### src/rtl/timer_port_arbiter.sv
// Arbitrates NR_REQ requester ports onto a single timer register port.
// Round-robin when unlocked; a granted requester may hold a lock that times out.
module timer_port_arbiter #(
  parameter int NR_REQ       = 2,
  parameter int ADDR_WIDTH   = 64,
  parameter int LOCK_TIMEOUT = 16
) (
  input  logic                                clk_i,
  input  logic                                rst_ni,
  input  logic [NR_REQ-1:0]                   req_i,
  input  logic [NR_REQ-1:0]                   we_i,
  input  logic [NR_REQ-1:0]                   lock_i,
  input  logic [NR_REQ-1:0][ADDR_WIDTH-1:0]   addr_i,
  input  logic [NR_REQ-1:0][63:0]             wdata_i,
  output logic [NR_REQ-1:0]                   gnt_o,
  output logic [NR_REQ-1:0]                   rvalid_o,
  output logic [63:0]                         rdata_o,
  output logic                                lock_err_o,
  output logic                                en_o,
  output logic                                we_o,
  output logic [ADDR_WIDTH-1:0]               address_o,
  output logic [63:0]                         wdata_o,
  input  logic [63:0]                         rdata_i
);

  localparam int IDX_W = $clog2(NR_REQ);

  typedef enum logic {UNLOCKED, LOCKED} state_e;

  state_e             state_q, state_d;
  logic [IDX_W-1:0]   rr_q, rr_d;
  logic [IDX_W-1:0]   owner_q, owner_d;
  logic [7:0]         idle_q, idle_d;
  logic [IDX_W-1:0]   resp_idx_q;
  logic               resp_vld_q;
  logic [63:0]        rdata_q;
  logic               lock_err_q, lock_err_d;

  logic               gnt_vld;
  logic [IDX_W-1:0]   gnt_idx;
  logic [IDX_W-1:0]   cand;

  function automatic logic [IDX_W-1:0] next_idx(input logic [IDX_W-1:0] idx);
    return (idx == IDX_W'(NR_REQ - 1)) ? '0 : idx + 1'b1;
  endfunction

  always_comb begin
    // NOTE: every comb output gets a default first so no path leaves it unassigned (no latches).
    state_d    = state_q;
    rr_d       = rr_q;
    owner_d    = owner_q;
    idle_d     = idle_q;
    lock_err_d = 1'b0;
    gnt_vld    = 1'b0;
    gnt_idx    = '0;
    cand       = '0;

    unique case (state_q)
      UNLOCKED: begin
        for (int i = 0; i < NR_REQ; i++) begin
          cand = IDX_W'((int'(rr_q) + i) % NR_REQ);
          if (!gnt_vld && req_i[cand]) begin
            gnt_vld = 1'b1;
            gnt_idx = cand;
          end
        end
        if (gnt_vld) begin
          rr_d = next_idx(gnt_idx);
          if (lock_i[gnt_idx]) begin
            state_d = LOCKED;
            owner_d = gnt_idx;
            idle_d  = '0;
          end
        end
      end
      LOCKED: begin
        // Non-owners stall, including the cycle in which the lock is released.
        if (req_i[owner_q]) begin
          gnt_vld = 1'b1;
          gnt_idx = owner_q;
          idle_d  = '0;
          if (!lock_i[owner_q]) begin
            state_d = UNLOCKED;
            rr_d    = next_idx(owner_q);
          end
        end else if (idle_q == 8'(LOCK_TIMEOUT - 1)) begin
          state_d    = UNLOCKED;
          idle_d     = '0;
          rr_d       = next_idx(owner_q);
          lock_err_d = 1'b1;
        end else begin
          idle_d = idle_q + 8'd1;
        end
      end
      default: state_d = UNLOCKED;
    endcase

    if (!rst_ni) gnt_vld = 1'b0;
  end

  always_ff @(posedge clk_i or negedge rst_ni) begin
    if (!rst_ni) begin
      state_q    <= UNLOCKED;
      rr_q       <= '0;
      owner_q    <= '0;
      idle_q     <= '0;
      resp_idx_q <= '0;
      resp_vld_q <= 1'b0;
      rdata_q    <= '0;
      lock_err_q <= 1'b0;
    end else begin
      // NOTE: non-blocking assignments so every register samples pre-edge values.
      state_q    <= state_d;
      rr_q       <= rr_d;
      owner_q    <= owner_d;
      idle_q     <= idle_d;
      resp_vld_q <= gnt_vld;
      resp_idx_q <= gnt_idx;
      lock_err_q <= lock_err_d;
      if (gnt_vld) rdata_q <= we_i[gnt_idx] ? 64'd0 : rdata_i;
    end
  end

  assign gnt_o      = gnt_vld ? (NR_REQ'(1) << gnt_idx) : '0;
  assign en_o       = gnt_vld;
  assign we_o       = gnt_vld & we_i[gnt_idx];
  assign address_o  = gnt_vld ? addr_i[gnt_idx] : '0;
  assign wdata_o    = gnt_vld ? wdata_i[gnt_idx] : '0;
  assign rvalid_o   = resp_vld_q ? (NR_REQ'(1) << resp_idx_q) : '0;
  assign rdata_o    = rdata_q;
  assign lock_err_o = lock_err_q;

endmodule

### config.mk
export PLATFORM = sky130hd
export DESIGN_NAME = timer_port_arbiter
export DESIGN_NICKNAME = d
export VERILOG_FILES = /design/src/rtl/timer_port_arbiter.sv
export SDC_FILE = /design/constraint.sdc
export NUM_CORES = 1
export LEC_CHECK = 0
export BUFFER_PORTS_ARGS = -buffer_cell sky130_fd_sc_hd__buf_2
export CORE_AREA = 4 4 205 207
export CTS_CLUSTER_DIAMETER = 120
export DETAILED_ROUTE_END_ITERATION = 8
export DIE_AREA = 0 0 209 211
export PLACE_DENSITY_LB_ADDON = 0.1
export SYNTH_ARGS = -nofsm -noshare
export SYNTH_HDL_FRONTEND = slang
export SYNTH_SLANG_ARGS = --single-unit
### constraint.sdc
create_clock -name clk_i -period 5.14 [get_ports clk_i]
set_input_delay 0.514 -clock clk_i [delete_from_list [all_inputs] [get_ports clk_i]]
set_output_delay 0.514 -clock clk_i [all_outputs]
set_load 0.02 [all_outputs]
# Word level (Yosys, flattened, before mapping)
# Index checks and enable logic that the tools add are counted.
dict set report totals {
  out_inout_bits 199
  elab_cells 85
  inputBits 328
  regBits 78
}
dict set report classes {
  order_cmp 5
  n_bitwise 2
  mux 54
  shifts 2
  reduce_logical 5
  n_eq_ne 5
  addsub 4
}
# op n
set ops {}
lappend ops {{64-bit 2-to-1 mux} 7}
lappend ops {{1-bit 2-to-1 mux} 36}
lappend ops {{8-bit 2-to-1 mux} 4}
lappend ops {{8-bit case mux with 2 select lines} 1}
lappend ops {{1-bit by 2-bit < comparator with 1-bit output (second input constant)} 5}
lappend ops {{8-bit by 1-bit adder with 8-bit output (second input constant)} 1}
lappend ops {{8-bit by 4-bit equality test with 1-bit output (second input constant)} 1}
lappend ops {{1-bit case mux with 2 select lines} 4}
lappend ops {{3-bit AND reduction} 2}
lappend ops {{2-bit 2-to-1 mux} 2}
lappend ops {{2-bit inequality test (second input constant)} 2}
lappend ops {{1-bit by 1-bit left shift with 2-bit output (first input constant)} 2}
lappend ops {{1-bit adder (second input constant)} 3}
lappend ops {{3-bit by 1-bit inequality test with 1-bit output (second input constant)} 1}
lappend ops {{3-bit inequality test (second input constant)} 1}
lappend ops {{2-bit AND reduction} 1}
lappend ops {{1-bit bitwise AND} 1}
lappend ops {{1-bit logical AND} 1}
lappend ops {{1-bit zero test} 1}
lappend ops {{1-bit inverter} 1}

# Logic depth before layout (Yosys ltp)
# Gate-level depths: netlist of run 1.
dict set report depth {
  word_depth 13
  ltp_mapped 7
  depth_no_buf 5
}

# Worst setup path before layout of run 1
# No wires, ideal clock.
dict set report synth_path {
  kind {input to output}
  start {input req_i[0]}
  end {output address_o[17]}
  t_arrival_ns 1.867
  required_ns 4.626
  setup_slack_ns 2.759
  cell_stages 6
  n_path_buf 2
  cell_sequence {nor3b_2 -> nor3_4 -> and2_1 -> clkbuf_1 -> clkbuf_1 -> a22o_1}
}
dict set report synth_between {
  elab_chain_cells 12
  word_cells_on_any_way 23
  cone_classes {mux (21); reduce/logical (2)}
}
# element line
set synth_rtl {}
lappend synth_rtl {{start: declaration} 10} ;# input logic [NR_REQ-1:0] req_i,
lappend synth_rtl {{1-bit 2-to-1 mux (not written as such) (2 in series)} 62} ;# if (!gnt_vld && req_i[cand]) begin
lappend synth_rtl {{1-bit 2-to-1 mux} 62}
lappend synth_rtl {{1-bit 2-to-1 mux} 58} ;# unique case (state_q)
lappend synth_rtl {{1-bit zero test} 62}
lappend synth_rtl {{1-bit logical AND} 62}
lappend synth_rtl {{1-bit 2-to-1 mux} 62}
lappend synth_rtl {{1-bit 2-to-1 mux} 58}
lappend synth_rtl {{1-bit case mux with 2 select lines *} 58}
lappend synth_rtl {{via gnt_idx} 40} ;# logic [IDX_W-1:0] gnt_idx;
lappend synth_rtl {{64-bit 2-to-1 mux (not written as such) * (2 in series)} 127} ;# assign address_o = gnt_vld ? addr_i[gnt_idx] : '0;
lappend synth_rtl {{64-bit 2-to-1 mux *} 127}
lappend synth_rtl {{end: declaration} 21} ;# output logic [ADDR_WIDTH-1:0] address_o,
# Mark *: on every way through the listed nets, which the timed path passes. The rest lies on a longest branch. The select of a mux whose other input is x is not followed.

# Final worst setup path of run 1
dict set report layout_path {
  start {register state_q}
  end {output wdata_o[45]}
}
dict set report layout_between {
  elab_chain_cells 5
  word_cells_on_any_way 7
  cone_classes {mux (6); bitwise (1)}
}
# element line
set layout_rtl {}
lappend layout_rtl {{start: declaration} 30} ;# state_e state_q, state_d;
lappend layout_rtl {{start signal: assignment} 113} ;# state_q <= state_d;
lappend layout_rtl {{1-bit inverter (no line)} n/a}
lappend layout_rtl {{1-bit case mux with 2 select lines *} 58}
lappend layout_rtl {{via gnt_idx} 40}
lappend layout_rtl {{64-bit 2-to-1 mux (not written as such) * (2 in series)} 128} ;# assign wdata_o = gnt_vld ? wdata_i[gnt_idx] : '0;
lappend layout_rtl {{64-bit 2-to-1 mux *} 128}
lappend layout_rtl {{end: declaration} 22} ;# output logic [63:0] wdata_o,
# Marked as above.

==> results of run 1 <==
## area by class of cell
cell class                 instances  share of cell area [%]
clock inverter                     7                   1.831
sequential                        78                   24.62
timing repair buffer             534                   34.31
antenna                            3                 0.09468
clock buffer                       9                   2.840
multi-input combinational        262                   27.73
inverter                           4                  0.1894
tap                              532                   8.395
## logic make-up (layout without fill, tap and decap cells)
kind of cell,Yosys count,count (layout)
compound gates,223,223
flops,78,78
buf+inv,47,554
simple gates,37,37
fa+ha+maj,1,1
mux,1,1
other cells,0,3
## per-stage QoR
| step | total power [W] | worst slack (ns) | cells | utilization [%] |
|---|---|---|---|---|
| after floorplan | 0.002155 | 2.759 | 387 | - |
| after CTS | 0.003763 | 1.761 | 1426 | 19.62 |
| after detailed placement | 0.002925 | 1.996 | 1410 | 18.71 |
| final | 0.003679 | 1.775 | 1429 | 19.64 |
| after global placement | 0.002952 | 1.980 | 1410 | 18.71 |
| after global routing | 0.003909 | 1.576 | 1429 | 19.64 |
## sequential cells by signal, summed over array words and instances, names as in the netlist
| name | flops |
|---|---|
| lock_err_o | 1 |
| state_q | 1 |
| owner_q | 1 |
| idle_q | 8 |
| resp_idx_q | 1 |
| rr_q | 1 |
| rdata_o | 64 |
| resp_vld_q | 1 |
## routing by layer
| metal | vias to the layer above | share of wire, % | global-route usage [%] |
|---|---|---|---|
| met1 | 2647 | 42 | 15.68 |
| met4 | 0 | 0.84 | 2.363 |
| met3 | 19 | 6.5 | 3.520 |
| li1 | 2585 | - | - |
| met2 | 252 | 51 | 21.26 |
| met5 | - | 0 | 0 |
## placed cells by master (no fill, tap or decap), drive strengths merged
cell type and n:
nand2b 2, diode 3, clkinv 2, a22o 194, nor3 2, o21a 1, and2b 1, mux2i 1
o31ai 1, nand3 2, o21ai 9, nor2b 2, o22ai 1, a21oi 12, clkbuf 9, o31a 1
a221o 1, a2111oi 1, nand4 1, buf 534, bufinv 4, or2 1, nor3b 1, or4 1
nand2 10, inv 5, dfrtp 78, a221oi 1, or3 4, nor4 1, and2 4, and4 1
a32o 1, or2b 1, ha 1, nor2 3
## synth_stat cells, drive strengths merged
master | n | area share [%]
a2111oi | 1 | 0.63
a21oi | 12 | 1.4
a221o | 1 | 0.23
a221oi | 1 | 0.20
a22o | 194 | 40
a32o | 1 | 0.23
and2 | 4 | 0.57
and2b | 1 | 0.17
and4 | 1 | 0.20
buf | 30 | 4.5
clkbuf | 13 | 1.1
dfrtp | 78 | 44
ha | 1 | 0.28
inv | 4 | 0.34
mux2i | 1 | 0.23
nand2 | 10 | 0.85
nand2b | 2 | 0.28
nand3 | 2 | 0.23
nand4 | 1 | 0.14
nor2 | 3 | 0.26
nor2b | 2 | 0.45
nor3 | 2 | 0.48
nor3b | 1 | 0.28
nor4 | 1 | 0.14
o21a | 1 | 0.17
o21ai | 9 | 1.0
o22ai | 1 | 0.14
o31a | 1 | 0.20
o31ai | 1 | 0.17
or2 | 1 | 0.14
or2b | 1 | 0.20
or3 | 4 | 0.57
or4 | 1 | 0.17
## critical path: stages (launching register included)
cell and delay [ns]:
sky130_fd_sc_hd__dfrtp_1 0.49, sky130_fd_sc_hd__nor2b_4 0.19, sky130_fd_sc_hd__nor3_4 0.31, sky130_fd_sc_hd__and2_4 0.63, sky130_fd_sc_hd__buf_12 0.33, sky130_fd_sc_hd__a22o_1 0.23
sky130_fd_sc_hd__buf_2 0.19
## how the worst min path moves through the flow
stage	end	slack [ns]	cells after the start
after floorplan	idle_q[0]	0.22	0
final	idle_q[0]	0.01	1
after CTS	idle_q[0]	0.0006	1
after global routing	idle_q[1]	0.01	1
after global placement	idle_q[1]	0.38	1
after detailed placement	idle_q[0]	0.38	1
## power by group through the flow
stage	Sequential [W]	Combinational (W)	Clock (W)
floorplan	0.00114	0.00101	0
global placement	0.000944	0.00201	0
detailed placement	0.000943	0.00198	0
CTS	0.000932	0.00199	0.000842
global route	0.000962	0.00209	0.000855
finish	0.000931	0.00195	0.000799
==> impl_summary.log, run 1 <==
INFO  metric worst_r2r_path_depth = 5
INFO  metric fp_rows = 74
INFO  metric clockPowerShare = 21.7%
INFO  metric first_pass_grt_wire_length = 40.78 mm
INFO  metric drtPass1Iterations = 4
INFO  metric drv_cap = 0
INFO  metric dpl-instance-area = 7551 um^2
INFO  metric die_height = 211 um
INFO  metric critPathRequiredTime = 4.63 ns
INFO  metric synthSimpleGateAreaFrac = 5.142%
INFO  metric area_taken_by_multi_input_logic_gates = 2198 um^2
INFO  metric synth.avg_cell_area = 11.38 um^2
INFO  metric worst_setup_hold_path_clk_slew = 0.06 ns
INFO  metric ratio_of_cells_with_drive_above_1_in_the_final_layout = 67.11%
INFO  metric report.final.hold_viol_count = 0
INFO  metric p_leak = 4.374 nW
INFO  metric final_max_slew_viol_count = 0
INFO  metric synth_compound_gate_area_share = about 44%
INFO  metric switching_share = 43.30%
INFO  metric netSwitchingPower = 0.001593 W
INFO  metric setup.worst_path.start_class = flip-flop
INFO  metric setup.reg_to_reg.worst_slack = about 2.7 ns
INFO  metric gp_routability_congestion = around 0.8
INFO  metric floorplan.die_area = 44100 um^2
INFO  metric cts_post_setup_buffers_inserted = 0
INFO  metric internal-power = 0.002086 W
INFO  metric synthMuxAreaShare = 0.2273%
INFO  metric worst-slew-pin-transition = 0.9133 ns
INFO  metric rsz0062_at_grt = no
INFO  metric numCtsBuffers = 9
INFO  metric max_slew_margin = about two fifths
INFO  metric clock_insertion_delay_worst_skew = 0.34 ns
INFO  metric reg2reg_from = state_q
INFO  metric setup-tns-final = 0 ns
INFO  metric num-fill-cells = 4636
INFO  metric pin_count = roughly 530
INFO  metric via_count_of_the_first_global_routing_pass = 5884
INFO  metric grt_antenna_before_repair = 5
INFO  metric detailedRoute.firstIterationViolations = 300
INFO  metric fin_hold_ws = 0.01302 ns
INFO  metric post-route-period-util = 65.47%
INFO  metric vias = about 5.5k
INFO  metric synthXorXnorAreaFrac = 0%
INFO  metric clock_tree.htree_level_count = 3
INFO  metric synth.cell_area = 4404 um^2
INFO  metric final-setup-viol-count = 0
INFO  metric crit_path_max_fanout = 64
INFO  metric fmax = about 0.3 GHz
INFO  metric design_area = a little under 8000 um^2
INFO  metric synthCells = 387
INFO  metric cts_buffer_depth = 2
INFO  metric post_drt_wl_per_cell = 20.71 um
INFO  metric synth.lib_cells_used.distinct = 40
INFO  metric yosysWarningCount = 0
INFO  metric crit-reg2reg-capture = rdata_o[11]
INFO  metric critical_path.endpoint = wdata_o[45]
INFO  metric synth-seq-area-share = 44.32%
INFO  metric fin_worst_skew = 0.007955 ns
INFO  metric worstSetupEndpointType = primary output
INFO  metric vias_per_cell = 3.851
INFO  metric core_area = 40370 um^2
INFO  metric ctsHoldBuffers = 0
INFO  metric power.ir.vdd_worst = 0.1527 mV
INFO  metric sequentialPowerShare = 25.3%
INFO  metric clock-sinks = just under 80
INFO  metric globalRoute.totalOverflow = 0
INFO  metric cts_tree = done
INFO  metric run_status = finished clean
INFO  metric final_period_minus_worst_setup_slack = approximately 3.4 ns
INFO  metric synth_top_family_by_area = compound AO/OA/AOI/OAI gates
INFO  metric power.density = 464.0 nW/um^2
INFO  metric wirelength = 29.59 mm
INFO  metric nets = between 1k and 1.5k
INFO  metric port_buffers = approximately 530
INFO  metric clk_root_buffer_cell = sky130_fd_sc_hd__clkbuf_16
INFO  metric mappedNetlistNets = between 700 and 800
INFO  metric critical_path_arrival = ~2.9 ns
INFO  metric remaining_antenna_violation_count_after_routing = 0
INFO  metric worstHoldPathType = input port to async pin
INFO  metric area_delta_synth_final = 80.03%
INFO  metric postCtsResizedCells = 0
INFO  metric detailedPlacementHpwl = 24.56 mm
INFO  metric drc_errors = 0
INFO  metric post_synth_fa_ha_maj_area_fraction = less than 1%
INFO  metric grt_start_max_net_pins = 130
INFO  metric starting_density_of_the_core = 10.91%
INFO  metric globalRouteTotalUtil = 12.37%
INFO  metric synth_seq_cells = 78
INFO  metric power.share.combinational = 53.0%
INFO  metric worst_setup_path_startpoint = state_q
INFO  metric crit_type = flip-flop to primary output
INFO  metric ff_latch_area = 1952 um^2
INFO  metric die_width = 209 um
No activity file was read; power rests on OpenSTA's default activity.
==> run 2: changes to the inputs <==
--- a/config.mk
+++ b/config.mk
@@ -5,11 +5,12 @@
 export SDC_FILE = /design/constraint.sdc
 export NUM_CORES = 1
 export LEC_CHECK = 0
+export ABC_AREA = 1
 export BUFFER_PORTS_ARGS = -buffer_cell sky130_fd_sc_hd__buf_2
-export CORE_AREA = 4 4 205 207
+export CORE_AREA = 4 4 203 205
 export CTS_CLUSTER_DIAMETER = 120
 export DETAILED_ROUTE_END_ITERATION = 8
-export DIE_AREA = 0 0 209 211
+export DIE_AREA = 0 0 207 209
 export PLACE_DENSITY_LB_ADDON = 0.1
 export SYNTH_ARGS = -nofsm -noshare
 export SYNTH_HDL_FRONTEND = slang
==> constraint.sdc (replaced) <==
create_clock -name clk_i -period 3.05 [get_ports clk_i]
set_input_delay 0.305 -clock clk_i [delete_from_list [all_inputs] [get_ports clk_i]]
set_output_delay 0.305 -clock clk_i [all_outputs]
set_load 0.02 [all_outputs]
==> run 2 against run 1 <==
  * Design area grew 12%
  * Critical path depth grew 2
  * Clock power grew 43%
  * Final cell count grew 38%
  * Utilization grew 2.8 points
  * Synthesized area grew 25%
  * Sequential power grew 90%
  * Combinational power grew 150%
  * Critical path type unchanged
  * Largest cell class is now multi-input gates
==> impl_summary.log, run 2 <==
INFO  metric run_status = finished clean
INFO  metric core_area = roughly 39000 um^2
INFO  metric drc_errors = 0
INFO  metric cp_cell_sequence = inv_2 -> nand2_1 -> nand3_4 -> nor2_4 -> buf_12 -> nand2_1 -> nand2_1 -> buf_2
INFO  metric area_delta_synth_final = 61.49%
INFO  metric slowest_delay = 0.53 ns
INFO  metric floorplan.die_area = 43260 um^2
INFO  metric fp_rows = 73
INFO  metric post-route-worst-setup-slack = between 0.2 and 0.3 ns
INFO  metric synth.lib_cells_used.distinct = 21
INFO  metric drtPass1Iterations = 5
INFO  metric pin_count = 527
INFO  metric cts_post_setup_buffers_inserted = 0
INFO  metric top_cells_by_area_in_the_synthesized_netlist = sky130_fd_sc_hd__nand2_1 (42%), sky130_fd_sc_hd__dfrtp_1 (36%), sky130_fd_sc_hd__inv_1 (5.7%)
INFO  metric mappedNetlistNets = 1280
INFO  metric ratio_of_cells_with_drive_above_1_in_the_final_layout = 38.48%
INFO  metric most-common-layout-cells = sky130_fd_sc_hd__nand2_1 (618), sky130_fd_sc_hd__buf_2 (525), sky130_fd_sc_hd__inv_1 (83)
INFO  metric ctsHoldBuffers = 0
INFO  metric die_width = 207 um
INFO  metric critPathRequiredTime = around 2.7 ns
INFO  metric final-setup-viol-count = 0
INFO  metric dpl-instance-area = 8547 um^2
INFO  metric post_drt_wl_per_cell = 17.19 um
INFO  metric design_area = 8862 um^2
INFO  metric post_synth_edffs = 0
INFO  metric fmax = 0.3591 GHz
INFO  metric synthCells = 951
INFO  metric globalRoute.totalOverflow = 0
INFO  metric drv_cap = 0
INFO  metric max_slew_margin = 58.93%
INFO  metric report.final.hold_viol_count = 0
INFO  metric setup.worst_path.start_class = flip-flop
INFO  metric worst-slew-pin-transition = a little over 0.6 ns
INFO  metric die_height = 209 um
INFO  metric clock-sinks = 78
INFO  metric remaining_antenna_violation_count_after_routing = 0
INFO  metric p_leak = 5.909 nW
INFO  metric critical_path_arrival = around 2.5 ns
INFO  metric wirelength = 34.01 mm
INFO  metric rsz0062_at_grt = no
INFO  metric vias_per_cell = 3.740
INFO  metric synth_async_sr_flop_share = 100.0%
INFO  metric detailedRoute.firstIterationViolations = approximately 370
INFO  metric nets = 1774
INFO  metric synth_flop_cell = sky130_fd_sc_hd__dfrtp_1
INFO  metric vias = 7402
INFO  metric crit_type = flip-flop to primary output
INFO  metric clock_tree.htree_level_count = 3
INFO  metric final_period_minus_worst_setup_slack = ~2.8 ns
INFO  metric final_max_slew_viol_count = 0
INFO  metric fin_hold_ws = about 0.10 ns
INFO  metric detailedPlace.worstSlack = approximately 0.67 ns
INFO  metric netlist.top_cell.by_area = sky130_fd_sc_hd__nand2_1
INFO  metric worst_path_max_delay_cell = sky130_fd_sc_hd__dfrtp_1
INFO  metric clock_insertion_delay_worst_skew = about 0.35 ns
INFO  metric grt_start_max_net_pins = 131
INFO  metric critical-path-top-cell-by-count = sky130_fd_sc_hd__nand2_1
INFO  metric use_met1 = 17.85%
INFO  metric power.density = 868.1 nW/um^2
INFO  metric fin_worst_skew = 0.01243 ns
INFO  metric synth_seq_cells = 78
INFO  metric area_taken_by_multi_input_logic_gates = 2874 um^2
INFO  metric setup-tns-final = 0 ns
INFO  metric grt-busiest-layer = met2
INFO  metric worstSetupEndpointType = primary output
INFO  metric worstHoldPathType = input port to async pin
INFO  metric crit_path_max_fanout = 94
INFO  metric first_pass_grt_wire_length = 48.20 mm
INFO  metric cts_tree = done
INFO  metric post-route-period-util = between 90% and 100%
INFO  metric num-fill-cells = 4691
INFO  metric cts_buffer_depth = 2
INFO  metric power.ir.vdd_worst = 0.3442 mV
INFO  metric synth.avg_cell_area = around 5.8 um^2
INFO  metric grtUsageMet3 = 4.864%
INFO  metric synth.cell_area = 5488 um^2
INFO  metric starting_density_of_the_core = 13.91%
INFO  metric grt_antenna_before_repair = 12
INFO  metric grt.met2_usage = 25.06%
INFO  metric clk_root_buffer_cell = sky130_fd_sc_hd__clkbuf_16
INFO  metric ff_latch_area = 1952 um^2
INFO  metric detailedPlacementHpwl = between 20 and 30 mm
INFO  metric synthTopCellsByCount = sky130_fd_sc_hd__nand2_1 (619), sky130_fd_sc_hd__inv_1 (83), sky130_fd_sc_hd__dfrtp_1 (78)
INFO  metric postCtsResizedCells = 0
INFO  metric yosysWarningCount = 0
INFO  metric synth-seq-area-share = between 30% and 40%
INFO  metric synth.most_common_cell = sky130_fd_sc_hd__nand2_1
INFO  metric via_count_of_the_first_global_routing_pass = approximately 7k
INFO  metric numCtsBuffers = 9
INFO  metric worst_setup_hold_path_clk_slew = 0.07 ns
INFO  metric port_buffers = 526
INFO  metric globalRouteTotalUtil = 14.76%
INFO  metric gp_routability_congestion = 0.9877
INFO  metric worst_path_dominant_cell_family = simple AND/OR/NAND/NOR gates
INFO  metric layout_commonest_cell = sky130_fd_sc_hd__nand2_1
INFO  metric synth.top_cell.area_share = 42.34%
INFO  metric largest_reg_flops = 64
INFO  metric timing.critical_path.buf_inv = 3
==> run 2: cell count changes in the layout (fill, tap and decap cells not counted), moves of 3 or more <==
cell,before,now
sky130_fd_sc_hd__nor2_1,3,77
sky130_fd_sc_hd__inv_6,0,3
sky130_fd_sc_hd__a22o_2,41,0
sky130_fd_sc_hd__o21ai_0,9,6
sky130_fd_sc_hd__nand4_1,1,6
sky130_fd_sc_hd__nand2_1,10,618
sky130_fd_sc_hd__a21oi_1,12,0
sky130_fd_sc_hd__inv_1,3,83
sky130_fd_sc_hd__a22o_1,153,0
sky130_fd_sc_hd__nand3_1,2,19
sky130_fd_sc_hd__or3_1,4,0
sky130_fd_sc_hd__bufinv_16,4,1
sky130_fd_sc_hd__and2_1,3,0
==> run 2: cell type report <==
cell class	instances	area share (%)
Timing Repair Buffer	534	30.98
Multi-Input combinational cell	737	32.43
Inverter	85	3.600
Tap cell	525	7.412
Clock buffer	10	2.697
Antenna cell	4	0.1129
Clock inverter	6	0.7483
Sequential cell	78	22.02
==> run 2: cells by family after synthesis <==
group           count (synthesis)  synth area share [%]
compound gates                  8                0.8207
buf+inv                       136                 12.29
flops                          78                 35.57
simple gates                  728                 51.09
fa+ha+maj                       1                0.2280
==> run 2: final timing paths <==
check                            start  slack (ns)  cells after the start     endpoint
setup / recovery               state_q        0.27                      8  wdata_o[35]
hold / removal                  rst_ni        0.10                      2  rdata_o[31]
setup reg to reg               state_q        1.12                      7  rdata_o[17]
hold reg to reg            rdata_o[41]        0.47                      2  rdata_o[41]
max in group asynchronous       rst_ni        1.97                      3      owner_q
min in group clk_i         rdata_i[63]        0.25                      5  rdata_o[63]
==> run 2: power by group <==
group | total [W] | switching (W) | internal [W]
Combinational | 0.00478 | 0.00336 | 0.00142
Sequential | 0.00177 | 0.000274 | 0.00150
Clock | 0.00114 | 0.000479 | 0.000663
Total | 0.00769 | 0.00411 | 0.00358
==> run 2: layer usage <==
| layer | wire length, um | part of all wire [%] |
|---|---|---|
| met1 | 13870 | 41 |
| met2 | 16560 | 49 |
| met3 | 2827 | 8.3 |
| met4 | 697 | 2.0 |
| met5 | 57 | 0.17 |
==> run 2: metrics by stage <==
step	total power [W]	utilization [%]	cells
finish	0.007693	22.46	1979
global route	0.008320	22.46	1979
CTS	0.007892	22.43	1975
detailed placement	0.006673	21.66	1959
global placement	0.006722	21.66	1959
floorplan	0.004846	-	951
==> run 3: changes to the inputs <==
--- a/config.mk
+++ b/config.mk
@@ -11,6 +11,7 @@
 export CTS_CLUSTER_DIAMETER = 120
 export DETAILED_ROUTE_END_ITERATION = 8
 export DIE_AREA = 0 0 207 209
+export HOLD_SLACK_MARGIN = 0.06
 export PLACE_DENSITY_LB_ADDON = 0.1
 export SYNTH_ARGS = -nofsm -noshare
 export SYNTH_HDL_FRONTEND = slang
==> constraint.sdc (replaced) <==
create_clock -name clk_i -period 2.3 [get_ports clk_i]
set_input_delay 0.46 -clock clk_i [delete_from_list [all_inputs] [get_ports clk_i]]
set_output_delay 0.46 -clock clk_i [all_outputs]
set_load 0.02 [all_outputs]
==> run 3 against run 2 <==
  * The flow now finishes with violations (negative setup slack)
  * Routed wire length up 11%
  * Power is 81% higher
  * Worst hold slack better by 0.15 ns
  * Setup slack worse by 0.39 ns
  * Final cell count up 4.6%
  * Global-route usage grew 1.3 points
  * Clock skew decreased by 0.00061 ns
  * Largest cell class is now buffers
  * Largest power group unchanged
  * Highest routed layer unchanged
==> impl_summary.log, run 3 (same netlist as run 2, synthesis figures left out) <==
INFO  metric detailedPlacementHpwl = between 20 and 30 mm
INFO  metric final_instance_count_without_filler_cells = 2070
INFO  metric crit_path_max_fanout = 7
INFO  metric worst_setup_hold_path_clk_slew = approximately 0.060 ns
INFO  metric clock-sinks = 78
INFO  metric worst_path_max_delay_cell = sky130_fd_sc_hd__dfrtp_1
INFO  metric worstHoldPathType = input port to async pin
INFO  metric starting_density_of_the_core = ~14%
INFO  metric layout_commonest_cell = sky130_fd_sc_hd__nand2_1
INFO  metric fin_worst_skew = approximately 0.012 ns
INFO  metric grt_antenna_before_repair = 13
INFO  metric wirelength = 37.79 mm
INFO  metric netSwitchingPower = 0.006565 W
INFO  metric setup.reg_to_reg.worst_slack = 0.35 ns
INFO  metric run_status = complete, but fails checks
INFO  metric rsz0062_at_grt = yes
INFO  metric fin_hold_ws = around 0.25 ns
INFO  metric first_pass_grt_wire_length = 52.81 mm
INFO  metric critical-path-top-cell-by-count = sky130_fd_sc_hd__buf_6
INFO  metric cell_total_after_placement = 1997
INFO  metric power.share.combinational = 72.9%
INFO  metric cp_cell_sequence = buf_6 -> inv_6 -> nand2_4 -> nand2_4 -> buf_6 -> nor2_4 -> buf_12 -> buf_6 -> nand2_1 -> nand2_1 -> buf_6
INFO  metric vias_per_cell = 3.827
INFO  metric worst-slew-pin-transition = 0.6680 ns
INFO  metric report.final.hold_viol_count = 0
INFO  metric power.density = 1180 nW/um^2
INFO  metric sequentialPowerShare = 16.8%
INFO  metric p_leak = just over 7 nW
INFO  metric ctsHoldBuffers = 0
INFO  metric detailedRoute.firstIterationViolations = 262
INFO  metric internal-power = 0.007333 W
INFO  metric drv_cap = 0
INFO  metric cts_buffer_depth = 2
INFO  metric reg2reg_from = state_q
INFO  metric largest_reg_flops = 64
INFO  metric final-setup-viol-count = 129
INFO  metric setup-tns-final = -11.37 ns
INFO  metric grt_start_max_net_pins = 65
INFO  metric final_max_slew_viol_count = 0
INFO  metric remaining_antenna_violation_count_after_routing = 0
INFO  metric switching_share = between 40% and 50%
INFO  metric critPathRequiredTime = roughly 1.8 ns
INFO  metric numCtsBuffers = 9
INFO  metric drc_errors = 0
INFO  metric clock_tree.htree_level_count = 3
INFO  metric most-common-layout-cells = sky130_fd_sc_hd__nand2_1 (431), sky130_fd_sc_hd__buf_2 (394), sky130_fd_sc_hd__buf_6 (137)
INFO  metric nets = 1864
INFO  metric area_delta_synth_final = 114.6%
INFO  metric drtPass1Iterations = 4
INFO  metric fmax = between 0.4 and 0.5 GHz
INFO  metric post-route-period-util = 105.5%
INFO  metric crit_type = flip-flop to primary output
INFO  metric failed_checks = negative setup slack
INFO  metric die_width = 207 um
INFO  metric die_height = about 210 um
INFO  metric core_area = 39460 um^2
INFO  metric clockPowerShare = 10.4%
INFO  metric clock_insertion_delay_worst_skew = 0.34 ns
INFO  metric pin_count = roughly 530
INFO  metric worstSetupEndpointType = primary output
INFO  metric gp_routability_congestion = 0.9582
INFO  metric post-route-worst-setup-slack = -0.1254 ns
INFO  metric slowest_delay = 0.41 ns
INFO  metric port_buffers = 526
INFO  metric max_slew_margin = ~55%
INFO  metric clk_root_buffer_cell = sky130_fd_sc_hd__clkbuf_16
INFO  metric globalRouteTotalUtil = 16.10%
INFO  metric worst_setup_path_startpoint = state_q
INFO  metric cts_tree = done
INFO  metric post_drt_wl_per_cell = between 15 and 20 um
INFO  metric power.ir.vdd_worst = 0.3780 mV
INFO  metric ratio_of_cells_with_drive_above_1_in_the_final_layout = 54.32%
INFO  metric vias = 7921
INFO  metric setup.worst_path.start_class = flip-flop
INFO  metric final_period_minus_worst_setup_slack = 2.425 ns
INFO  metric via_count_of_the_first_global_routing_pass = around 8k
INFO  metric globalRoute.totalOverflow = 0
INFO  metric fp_rows = 73
INFO  metric critical_path_arrival = roughly 2.0 ns
INFO  metric floorplan.die_area = 43260 um^2
==> run 3: worst paths after layout <==
kind                               end  cells past startpoint
setup / recovery           wdata_o[57]                     11
hold / removal             rdata_o[62]                      2
setup reg to reg           rdata_o[56]                      9
hold reg to reg            rdata_o[54]                      2
max in group asynchronous  rdata_o[26]                      3
min in group clk_i         rdata_o[30]                      5
==> run 3: layout make-up <==
cell class / count / area (um^2)
inverters: 85 / 326.6
clock inverters: 5 / 60.06
clock buffers: 10 / 229.0
diodes: 6 / 15.01
flip-flops and latches: 78 / 1952
repair buffers: 624 / 4856
well taps: 525 / 656.9
multi-input cells: 737 / 3682
fillers: 4395 / 27680
==> run 3: per-stage QoR <==
step | instance area [um^2] | total power (W) | setup WS, ns | util, %
after CTS | 11190 | 0.01359 | -0.1948 | 28.35
after global placement | 8920 | 0.009461 | -0.06066 | 22.61
after global routing | 11770 | 0.01480 | -0.2313 | 29.83
after detailed placement | 8920 | 0.009391 | -0.07270 | 22.61
after floorplan | 5488 | 0.006426 | 0.3981 | -
final | 11780 | 0.01390 | -0.1254 | 29.85
==> run 3: routing by layer <==
metal  up-vias  global-route usage, %  wire (um)
met1      3619                  19.14      15480
met2       284                  29.41      19270
li1       3960                      -          -
met5         -                      0         78
met3        44                  4.549       2423
met4        14                  2.576        544
==> run 3: critical path: cells and delay by family (launching register included) <==
kind	cells	cell delay, ns
flip-flops	1	0.41
AND/OR/NAND/NOR	5	0.51
buffers and inverters	6	0.70
==> run 3: power by group through the flow <==
| stage | Combinational (W) | Sequential (W) | Clock [W] |
|---|---|---|---|
| 2_1_floorplan | 0.00341 | 0.00302 | 0 |
| 3_3_place_gp | 0.00712 | 0.00234 | 0 |
| 3_5_place_dp | 0.00706 | 0.00233 | 0 |
| 4_1_cts | 0.00974 | 0.00234 | 0.00151 |
| 5_1_grt | 0.0108 | 0.00242 | 0.00157 |
| 6_report | 0.0101 | 0.00233 | 0.00144 |
==> run 3: repair_timing <==
action / in CTS / in global routing
buffers inserted: 32 / 6
gates resized for setup: 417 / 160
endpoints found under the setup margin: 130 / 131
cloned: 13 / 8
pin swaps: 39 / 63
hold endpoints to repair: 0 / 0
